### config.mk
export PLATFORM = sky130hd
export DESIGN_NAME = hazard_mc
export DESIGN_NICKNAME = d
export VERILOG_FILES = /design/src/rtl/hazard_pkg.sv /design/src/rtl/mdu_scoreboard.sv /design/src/rtl/hazard_mc.sv
export SDC_FILE = /design/constraint.sdc
export NUM_CORES = 1
export LEC_CHECK = 0
export ABC_AREA = 1
export CORE_MARGIN = 4
export CORE_UTILIZATION = 42
export CTS_BUF_LIST = sky130_fd_sc_hd__clkbuf_4
export DETAILED_ROUTE_END_ITERATION = 8
export GPL_ROUTABILITY_DRIVEN = 0
export PLACE_DENSITY = 0.84
export SETUP_SLACK_MARGIN = 0.02
export SYNTH_ARGS = -nofsm -noshare
export SYNTH_HDL_FRONTEND = slang
export SYNTH_SLANG_ARGS = --single-unit
### constraint.sdc
create_clock -name clk -period 1.7 [get_ports clk]
set_clock_uncertainty 0.1 [all_clocks]
set_input_delay 0.34 -clock clk [delete_from_list [all_inputs] [get_ports clk]]
set_output_delay 0.34 -clock clk [all_outputs]
set_load 0.1 [all_outputs]
### src/rtl/hazard_pkg.sv
// Shared constants and types for the hazard unit: forwarding-mux selects,
// stall-cause indices, and the MDU scoreboard counter-width helper.
package hazard_pkg;

    localparam logic [1:0] FWD_RF  = 2'b00;
    localparam logic [1:0] FWD_WB  = 2'b01;
    localparam logic [1:0] FWD_MEM = 2'b10;

    typedef enum logic [1:0] {
        STALL_LW = 2'd0,
        STALL_BR = 2'd1,
        STALL_MD = 2'd2
    } stallCauseT;

    localparam int unsigned NUM_STALL_CAUSES = 3;

    // Bits needed to hold a countdown from lat to 0.
    function automatic int unsigned cntBits(input int unsigned lat);
        return $clog2(lat + 1);
    endfunction

endpackage

### src/rtl/mdu_scoreboard.sv
// Tracks the single in-flight MDU result. It reloads when an MDU op enters E
// and counts down to the cycle in which the result is written (cnt == 1).
module mdu_scoreboard
    import hazard_pkg::*;
#(
    parameter int unsigned MDU_LAT = 4
) (
    input  logic clk,
    input  logic reset,
    input  logic mdstartE,
    output logic mdubusy,
    output logic busyGt1
);

    localparam int unsigned CW = cntBits(MDU_LAT);

    logic [CW-1:0] cnt;

    // A new op restarts the countdown even if a previous one is still in flight.
    always_ff @(posedge clk or posedge reset) begin
        if (reset) begin
            cnt <= '0;
        end else if (mdstartE) begin
            cnt <= CW'(MDU_LAT);
        end else if (cnt != '0) begin
            cnt <= cnt - CW'(1);
        end
    end

    assign mdubusy = (cnt != '0);
    assign busyGt1 = (cnt > CW'(1));

endmodule

### src/rtl/hazard_mc.sv
// Hazard unit for the 5-stage MIPS core with a multi-cycle MDU scoreboard.
// Optional stall perf counters are built when HAZARD_PERF_CNT_EN is defined.
module hazard_mc
    import hazard_pkg::*;
#(
    parameter int unsigned REGBITS = 5,
    parameter int unsigned MDU_LAT = 4,
    parameter int unsigned CNTW    = 32
) (
    input  logic               clk,
    input  logic               reset,
    input  logic [REGBITS-1:0] rsD,
    input  logic [REGBITS-1:0] rtD,
    input  logic [REGBITS-1:0] rsE,
    input  logic [REGBITS-1:0] rtE,
    input  logic [REGBITS-1:0] writeregE,
    input  logic [REGBITS-1:0] writeregM,
    input  logic [REGBITS-1:0] writeregW,
    input  logic               regwriteE,
    input  logic               regwriteM,
    input  logic               regwriteW,
    input  logic               memtoregE,
    input  logic               memtoregM,
    input  logic               branchD,
    input  logic               hiloD,
    input  logic               mdstartE,
    output logic               forwardaD,
    output logic               forwardbD,
    output logic [1:0]         forwardaE,
    output logic [1:0]         forwardbE,
    output logic               stallF,
    output logic               stallD,
    output logic               flushE,
    output logic               mdubusy
`ifdef HAZARD_PERF_CNT_EN
    ,
    output logic [CNTW-1:0]    lwstallcnt,
    output logic [CNTW-1:0]    brstallcnt,
    output logic [CNTW-1:0]    mdstallcnt
`endif
);

    logic lwstall;
    logic brstall;
    logic mdstall;
    logic busyGt1;
    logic eHit;
    logic mHit;

    mdu_scoreboard #(
        .MDU_LAT (MDU_LAT)
    ) uScoreboard (
        .clk      (clk),
        .reset    (reset),
        .mdstartE (mdstartE),
        .mdubusy  (mdubusy),
        .busyGt1  (busyGt1)
    );

    // M->D forwarding for the branch comparator; $0 is never forwarded.
    assign forwardaD = (rsD != '0) && (rsD == writeregM) && regwriteM;
    assign forwardbD = (rtD != '0) && (rtD == writeregM) && regwriteM;

    // E operand select, the younger M result wins over W.
    always_comb begin
        forwardaE = FWD_RF;
        forwardbE = FWD_RF;
        if ((rsE != '0) && (rsE == writeregM) && regwriteM) begin
            forwardaE = FWD_MEM;
        end else if ((rsE != '0) && (rsE == writeregW) && regwriteW) begin
            forwardaE = FWD_WB;
        end
        if ((rtE != '0) && (rtE == writeregM) && regwriteM) begin
            forwardbE = FWD_MEM;
        end else if ((rtE != '0) && (rtE == writeregW) && regwriteW) begin
            forwardbE = FWD_WB;
        end
    end

    assign lwstall = memtoregE && (rtE != '0) && ((rtE == rsD) || (rtE == rtD));

    assign eHit = regwriteE && (writeregE != '0)
                  && ((writeregE == rsD) || (writeregE == rtD));
    assign mHit = memtoregM && (writeregM != '0)
                  && ((writeregM == rsD) || (writeregM == rtD));
    assign brstall = branchD && (eHit || mHit);

    // The result lands at the end of the cnt==1 cycle, so a reader then is safe.
    assign mdstall = hiloD && (mdstartE || busyGt1);

    assign stallD = lwstall || brstall || mdstall;
    assign stallF = stallD;
    assign flushE = stallD;

`ifdef HAZARD_PERF_CNT_EN
    logic [NUM_STALL_CAUSES-1:0] cause;
    logic [CNTW-1:0]             perfCnt [NUM_STALL_CAUSES];

    assign cause[STALL_LW] = lwstall;
    assign cause[STALL_BR] = brstall;
    assign cause[STALL_MD] = mdstall;

    // Independent saturating counters; coincident causes all count.
    for (genvar g = 0; g < NUM_STALL_CAUSES; g++) begin : gPerf
        always_ff @(posedge clk or posedge reset) begin
            if (reset) begin
                perfCnt[g] <= '0;
            end else if (cause[g] && (perfCnt[g] != '1)) begin
                perfCnt[g] <= perfCnt[g] + CNTW'(1);
            end
        end
    end

    assign lwstallcnt = perfCnt[STALL_LW];
    assign brstallcnt = perfCnt[STALL_BR];
    assign mdstallcnt = perfCnt[STALL_MD];
`else
    // The counter width only matters when the perf counters are built.
    logic [CNTW-1:0] unusedPerfWidth;
    assign unusedPerfWidth = '0;
`endif

endmodule

==> results of run 1 <==
-- logic make-up after synthesis --
logic type	count (synthesis)	share of synthesized area, %
AOI/OAI and AO/OA	24	13.46
xor gates and xnor gates	21	16.92
adders and majority gates	3	3.453
buffers and inverters	45	16.80
DFF	3	6.904
and+or+nand+nor	112	42.46
-- cell usage after synthesis --
| cell type | number | share of area [%] |
|---|---|---|
| nand2_1 | 67 | 23 |
| inv_1 | 26 | 9.0 |
| nor2_1 | 24 | 8.3 |
| xor2_1 | 13 | 10 |
| inv_2 | 12 | 4.1 |
| nand3_1 | 10 | 4.6 |
| a21oi_1 | 8 | 3.7 |
| xnor2_1 | 8 | 6.4 |
| buf_2 | 5 | 2.3 |
| nand4_1 | 4 | 2.3 |
| o21ai_0 | 4 | 1.8 |
| a211oi_1 | 3 | 2.1 |
| dfrtp_1 | 3 | 6.9 |
| ha_1 | 3 | 3.5 |
| o2111ai_1 | 3 | 2.4 |
| buf_4 | 2 | 1.4 |
| nor3_1 | 2 | 0.92 |
| nor4_1 | 2 | 1.2 |
| o21ai_1 | 2 | 0.92 |
| o22ai_1 | 2 | 1.2 |
| nor3_2 | 1 | 0.92 |
| o211ai_1 | 1 | 0.69 |
| o21a_1 | 1 | 0.69 |
| or2_1 | 1 | 0.58 |
| or2_2 | 1 | 0.58 |
-- per-stage QoR --
stage,std cells,setup slack (ns),utilization (%),hold slack [ns],instance area [um2]
after floorplan,208,-0.3733,-,-0.006356,1235
after global placement,319,-0.6749,83.74,0.3931,2074
after detailed placement,319,-0.7249,83.74,0.4062,2074
after CTS,329,-0.2389,89.95,0.1741,2228
-- repair_timing --
item	4_1_cts
pin swaps	43
buffers inserted	6
endpoints found under the hold margin	0
gates resized for setup	187
setup endpoints to repair	10
==> reports/results.txt, run 1 <==
First Err: [ERROR DPL-0038] Utilization greater than 100%, impossible to legalize
Die Height: 58.88 um
Mapped Cells: 208
input/output buffers: 54
CTS Root Cell: clkbuf_4
Die W: 58.88 um
WEP type: primary output
hpwl dp: 3489 um
CTS buffer count: 3
cell row count: 18
outcome: did not finish
# IOs: 55
Yosys warning total: 0
cts hold-fix bufs: 0
largest net degree at the start of global routing: 7
post-GRT worst EP: stallD
starting density of the core: 43.89%
syn_nets: 256
Stop stage: global routing
FF+latch count, synth: 3
H-tree depth: 1
CTS max path bufs: 2
synthesized area: 0.001087 mm2
Post-Syn Area per Cell: 5.227 um2
synth unique cells: 25
post-synthesis sequential area ratio: 6.904%
CTS sink cnt: 3
==> inputs of run 2 (changes only) <==
--- a/config.mk
+++ b/config.mk
@@ -6,13 +6,11 @@
 export NUM_CORES = 1
 export LEC_CHECK = 0
 export ABC_AREA = 1
-export CORE_MARGIN = 4
-export CORE_UTILIZATION = 42
-export CTS_BUF_LIST = sky130_fd_sc_hd__clkbuf_4
+export CORE_AREA = 4 4 65 67
 export DETAILED_ROUTE_END_ITERATION = 8
+export DIE_AREA = 0 0 69 71
 export GPL_ROUTABILITY_DRIVEN = 0
-export PLACE_DENSITY = 0.84
-export SETUP_SLACK_MARGIN = 0.02
+export PLACE_DENSITY_LB_ADDON = 0.15
 export SYNTH_ARGS = -nofsm -noshare
 export SYNTH_HDL_FRONTEND = slang
 export SYNTH_SLANG_ARGS = --single-unit
==> run 2 against run 1 <==
The flow now finishes, with violations (negative setup slack). Synthesized cell count did not move. Area after synthesis is the same.
==> reports/results.txt, run 2 <==
outcome: complete, but fails checks
failing checks: negative setup slack
# Max-Cap Violations: 0
gr ovfl total: 0
CORE AREA: 0.003633 mm2
CTS sink cnt: 3 (unchanged)
CP max stage delay: 0.38 ns
n_diodes: 0
CP startpoint kind: flop
leakage power figure: 1.226 nW
synth cell count leaders: nand2_1 (67), inv_1 (26), nor2_1 (24)
EDFF count, synth: 0 (unchanged)
DRT antenna net count: 0
drt first pass iters: 4
wire per inst: 11.70 um
commonest non-fill, non-tap cell in the layout: nand2_1
Post-Syn Area per Cell: 5.227 um2 (unchanged)
largest fanout on the critical path: 3
Final Slew Violations: 0
unrepaired setup endpoints after global routing: yes
final worst setup slack: -0.2065 ns
CP Class: reg -> out
Synth area leaders: nand2_1 (23%), xor2_1 (10%), inv_1 (9.0%)
Die W: 69 um (+17%)
via count: 1628
Most used DFF post-synth: dfrtp_1
Top Family by Delay on Critical Path: compound AO/OA/AOI/OAI gates
class of the worst hold path: in -> async
Peak Freq: 524.5 MHz
vias in the first global route: 1670
post-synthesis sequential area ratio: 6.904% (unchanged)
CTS max path bufs: 2 (unchanged)
Area after DPL: 0.002157 mm2 (+4.0%)
Largest regs: uScoreboard.cnt: 3 flops
area share of the largest cell type after synthesis: 23.13% (unchanged)
# IOs: 55 (unchanged)
commonest cells after routing, fill and taps aside: nand2_1 (59), buf_4 (46), inv_2 (20), nor2_1 (20), inv_1 (15)
largest net degree at the start of global routing: 7
total power: 1.282 mW
final-report hold violation count: 0
cell accounting for the most synthesized area: nand2_1
Power per Cell Area: 544.3 mW/mm2
latest clock arrival within the worst-skew pair: 0.22 ns
slew of the pin with the lowest slew margin: 0.3168 ns
synthesized area: 0.001087 mm2 (unchanged)
Routed WL: 4187 um
Mapped Cells: 208 (unchanged)
final worst path period share: 112.1%
first-pass GRT wire length: 7134 um
worst slack, placed: -0.6774 ns (+0.04751 ns)
Yosys warning total: 0 (unchanged)
Worst EP required: 1.26 ns
Period minus WS final: 1.906 ns
Die ar.: 0.004899 mm2
hpwl dp: 3328 um (-4.6%)
FF+latch count, synth: 3 (unchanged)
Worst VDD drop: 0.2395 mV
Worst Path Buf+Inv: 2
crit-path cells: inv_2, ha_4, a21oi_2, o21a_1, a21oi_4, nand2_8, buf_12
cell row count: 22 (+4)
max FFs per register: 3
TritonCTS clock tree: done
Vias per Instance: 4.547
Final Setup Violations: 9
share of cells above drive strength 1: 50.00%
WP data arrival: 1.47 ns
Filler cells: 339
starting density of the core: 29.92% (-14 points)
CTS buffer count: 3 (unchanged)
initial antenna violation count: 0
design area: 0.002356 mm2
Die Height: 71 um (+21%)
Worst path slowest cell: dfrtp_1
Area growth syn-to-layout: 116.7%
Top reg by flops: uScoreboard.cnt
endpoint class of the critical path: primary output
input/output buffers: 54 (unchanged)
Reg area: 76.32 um2
CTS Root Cell: clkbuf_8
most common cell in the netlist: nand2_1
Clock transition at path regs: 0.03 ns
DRC: 0
Nets: 359
FFs w/ async S/R, synth: 100.0% (unchanged)
H-tree depth: 1 (unchanged)
multi-input logic area: 0.001037 mm2
synth unique cells: 25 (unchanged)
syn_nets: 256 (unchanged)
Total GRT Usage: 17.08%
Slew HR: 78.70%
Iteration-0 DRC Markers: 55
==> run 2: what timing repair did <==
action                                  4_1_cts  5_1_grt
pin swaps                                    40       26
gates resized for setup                     170       54
endpoints found under the setup margin       10       10
setup buffers                                 7        2
gates cloned                                  0        0
hold buffers                                  0        0
==> run 2: layer usage <==
layer / global-route usage (%) / wire length (um) / vias up
met5: 0 / 0 / -
met4: 3.471 / 47 / 0
met3: 2.415 / 209 / 7
met2: 32.20 / 2151 / 47
met1: 20.47 / 1779 / 725
li1: - / - / 849
==> run 2: metrics by stage <==
stage                     setup TNS, ns  hold slack (ns)  cells  util [%]
after detailed placement         -5.653           0.4022    345     59.37
after global routing             -1.739           0.2335    358     64.84
after floorplan                  -1.899        -0.006356    208         -
after CTS                        -1.329           0.1985    356     62.09
final                            -1.186           0.1906    358     64.84
after global placement           -5.645           0.3911    345     59.37
==> run 2: power breakdown <==
part           internal (mW)  leakage [nW]  switching [mW]
clock network          0.161        0.0228          0.0568
logic                  0.428          1.17           0.514
registers             0.0995        0.0345          0.0237
==> run 2: final cells by class <==
| type | instances | area share (%) |
|---|---|---|
| inverters | 38 | 6.373 |
| multi-input cells | 160 | 44.03 |
| flip-flops and latches | 3 | 3.240 |
| repair buffers | 105 | 41.90 |
| well taps | 48 | 2.549 |
| clock buffers | 4 | 1.912 |
==> run 2: cells by family (layout without fill, tap and decap cells) <==
kind of cell	count (synthesis)	in the layout	synth area share (%)
buf+inv	45	147	16.80
xor+xnor	21	21	16.92
compound gates	24	24	13.46
flops	3	3	6.904
fa+ha+maj	3	3	3.453
simple gates	112	112	42.46
==> run 2: worst reg2reg max path, stage by stage (launching register included) <==
cell and delay (ns):
dfrtp_1 0.38, inv_2 0.09, buf_4 0.13, ha_4 0.13, nand2_2 0.07, buf_4 0.15
o21ai_0 0.18, a21oi_1 0.06
==> run 2: worst paths after layout <==
check	from	to	slack, ns	cells past startpoint
max	uScoreboard.cnt[1]	stallD	-0.21	7
min in group clk	uScoreboard.cnt[1]	uScoreboard.cnt[1]	0.51	2
max in group asynchronous	reset	uScoreboard.cnt[0]	1.17	2
min	reset	uScoreboard.cnt[1]	0.19	2
min reg2reg	uScoreboard.cnt[1]	uScoreboard.cnt[1]	0.51	2
max reg2reg	uScoreboard.cnt[1]	uScoreboard.cnt[0]	0.30	7
(Power assumes the default switching activity.)
==> inputs of run 3 (changes only) <==
--- a/config.mk
+++ b/config.mk
@@ -11,6 +11,7 @@
 export DIE_AREA = 0 0 69 71
 export GPL_ROUTABILITY_DRIVEN = 0
 export PLACE_DENSITY_LB_ADDON = 0.15
+export RECOVER_POWER = 100
 export SYNTH_ARGS = -nofsm -noshare
 export SYNTH_HDL_FRONTEND = slang
 export SYNTH_SLANG_ARGS = --single-unit
==> run 3 against run 2 <==
Largest power group unchanged. Clock-buffer cell count is the same. Global-route usage stayed put. Maximum frequency about the same. Final area stayed put. Flip-flop and latch count stayed put. Sequential power hardly changed. The flow still finishes with violations (negative setup slack). Worst hold slack gained 0.14 ns. Wire length is essentially flat. Clock power hardly changed.
==> reports/results.txt, run 3 (same netlist as run 2, synthesis figures left out) <==
outcome: complete, but fails checks
failing checks: negative setup slack
CTS sink cnt: 3 (unchanged)
CP max stage delay: 0.37 ns (about the same)
Die Height: 71 um (unchanged)
Peak Freq: 525.0 MHz (about the same)
Slew HR: 78.70% (unchanged)
TritonCTS clock tree: done
CP Class: reg -> out
latest clock arrival within the worst-skew pair: 0.22 ns (about the same)
Filler cells: 339 (unchanged)
gr ovfl total: 0 (unchanged)
CP startpoint kind: flop
initial antenna violation count: 0 (unchanged)
Period minus WS final: 1.905 ns (-0.001646 ns)
Area growth syn-to-layout: 116.7% (unchanged)
starting density of the core: 29.92% (unchanged)
DRT antenna net count: 0 (unchanged)
DRC: 0 (unchanged)
H-tree depth: 1 (unchanged)
input/output buffers: 54 (unchanged)
Worst EP required: 1.26 ns (about the same)
CORE AREA: 0.003633 mm2 (unchanged)
slew of the pin with the lowest slew margin: 0.3168 ns (unchanged)
total power: 1.283 mW (about the same)
crit-path cells: inv_2, ha_4, a21oi_2, o21a_1, a21oi_4, nand2_8, buf_12
Total GRT Usage: 17.08% (unchanged)
Worst VDD drop: 0.2392 mV (-0.13%)
Die W: 69 um (unchanged)
Vias per Instance: 4.561 (+0.31%)
endpoint class of the critical path: primary output
Routed WL: 4188 um (about the same)
Die ar.: 0.004899 mm2 (unchanged)
largest fanout on the critical path: 3 (unchanged)
vias in the first global route: 1670 (unchanged)
wire per inst: 11.70 um (about the same)
via count: 1633 (+0.31%)
commonest cells after routing, fill and taps aside: nand2_1 (59), buf_4 (46), inv_2 (20), nor2_1 (20), inv_1 (15)
commonest non-fill, non-tap cell in the layout: nand2_1
Finished Core Util: 64.84% (unchanged)
final worst setup slack: -0.2048 ns (+0.001646 ns)
leakage power figure: 1.226 nW (about the same)
n_diodes: 0 (unchanged)
final worst path period share: 112.0% (about the same)
final-report hold violation count: 0 (unchanged)
Final Setup Violations: 9 (unchanged)
cell row count: 22 (unchanged)
Layout Cells excl Fill: 358 (unchanged)
Largest regs: uScoreboard.cnt: 3 flops
Worst path slowest cell: dfrtp_1
Nets: 359 (unchanged)
Reg area: 76.32 um2 (unchanged)
class of the worst hold path: in -> async
total placed cells including tap cells: 345 (unchanged)
largest net degree at the start of global routing: 7 (unchanged)
unrepaired setup endpoints after global routing: yes
Top reg by flops: uScoreboard.cnt
max FFs per register: 3 (unchanged)
WP data arrival: 1.46 ns (about the same)
Power per Cell Area: 544.8 mW/mm2 (about the same)
Clock transition at path regs: 0.04 ns (about the same)
cts hold-fix bufs: 0 (unchanged)
# Max-Cap Violations: 0 (unchanged)
CTS Root Cell: clkbuf_8
hpwl dp: 3328 um (unchanged)
first-pass GRT wire length: 7134 um (unchanged)
share of cells above drive strength 1: 50.00% (unchanged)
# IOs: 55 (unchanged)
CTS buffer count: 3 (unchanged)
Final Slew Violations: 0 (unchanged)
multi-input logic area: 0.001037 mm2 (unchanged)
Iteration-0 DRC Markers: 55 (unchanged)
CTS max path bufs: 2 (unchanged)
drt first pass iters: 4 (unchanged)
run 3: cell count changes in the layout (fill, tap and decap cells not counted), sizes merged:
cell	change
dlygate4sd3	+1
clkdlybuf4s50	-1
run 3: area by class of cell:
cell class | count | share of cell area [%]
repair buffers | 105 | 41.90
inverters | 38 | 6.373
flip-flops and latches | 3 | 3.240
multi-input cells | 160 | 44.03
clock buffers | 4 | 1.912
well taps | 48 | 2.549
run 3: worst paths after layout:
kind / from / cells past startpoint / slack (ns) / end
max: uScoreboard.cnt[1] / 7 / -0.20 / stallD
max reg2reg: uScoreboard.cnt[1] / 7 / 0.30 / uScoreboard.cnt[0]
min in group clk: uScoreboard.cnt[1] / 2 / 0.51 / uScoreboard.cnt[1]
min reg2reg: uScoreboard.cnt[1] / 2 / 0.51 / uScoreboard.cnt[1]
max in group asynchronous: reset / 2 / 1.03 / uScoreboard.cnt[0]
min: reset / 2 / 0.33 / uScoreboard.cnt[1]
run 3: through the flow:
stage                     hold WS, ns  cell area, um2  setup slack, ns  TNS [ns]
after CTS                      0.1985            2256          -0.2222    -1.329
after detailed placement       0.4022            2157          -0.6774    -5.653
after global routing           0.3654            2356          -0.2676    -1.739
final                          0.3274            2356          -0.2048    -1.180
after global placement         0.3911            2157          -0.6874    -5.645
after floorplan             -0.006356            1235          -0.3733    -1.899
run 3: worst max-delay path, delay by kind of cell, from the launching register on:
kind,cells,cell delay [ns]
buffers and inverters,2,0.26
AND/OR/NAND/NOR,1,0.09
adder cells (fa/ha/maj),1,0.13
flip-flops,1,0.37
AO/OA/AOI/OAI,3,0.39
run 3: timing repair:
item                       in CTS  in global routing
setup endpoints to repair      10                 10
pin swaps                      40                 26
buffers inserted                7                  2
gates resized for setup       170                 54
run 3: where the power goes:
| group | internal [mW] | switching, mW | leakage, nW |
|---|---|---|---|
| logic | 0.428 | 0.514 | 1.17 |
| registers | 0.0995 | 0.0238 | 0.0345 |
| clock network | 0.161 | 0.0572 | 0.0228 |
run 3: per-layer routing:
layer / wire (um) / up-vias / track usage [%]
met4: 47 / 0 / 3.471
met2: 2153 / 47 / 32.20
met5: 0 / - / 0
li1: - / 850 / -
met3: 208 / 7 / 2.415
met1: 1778 / 729 / 20.47
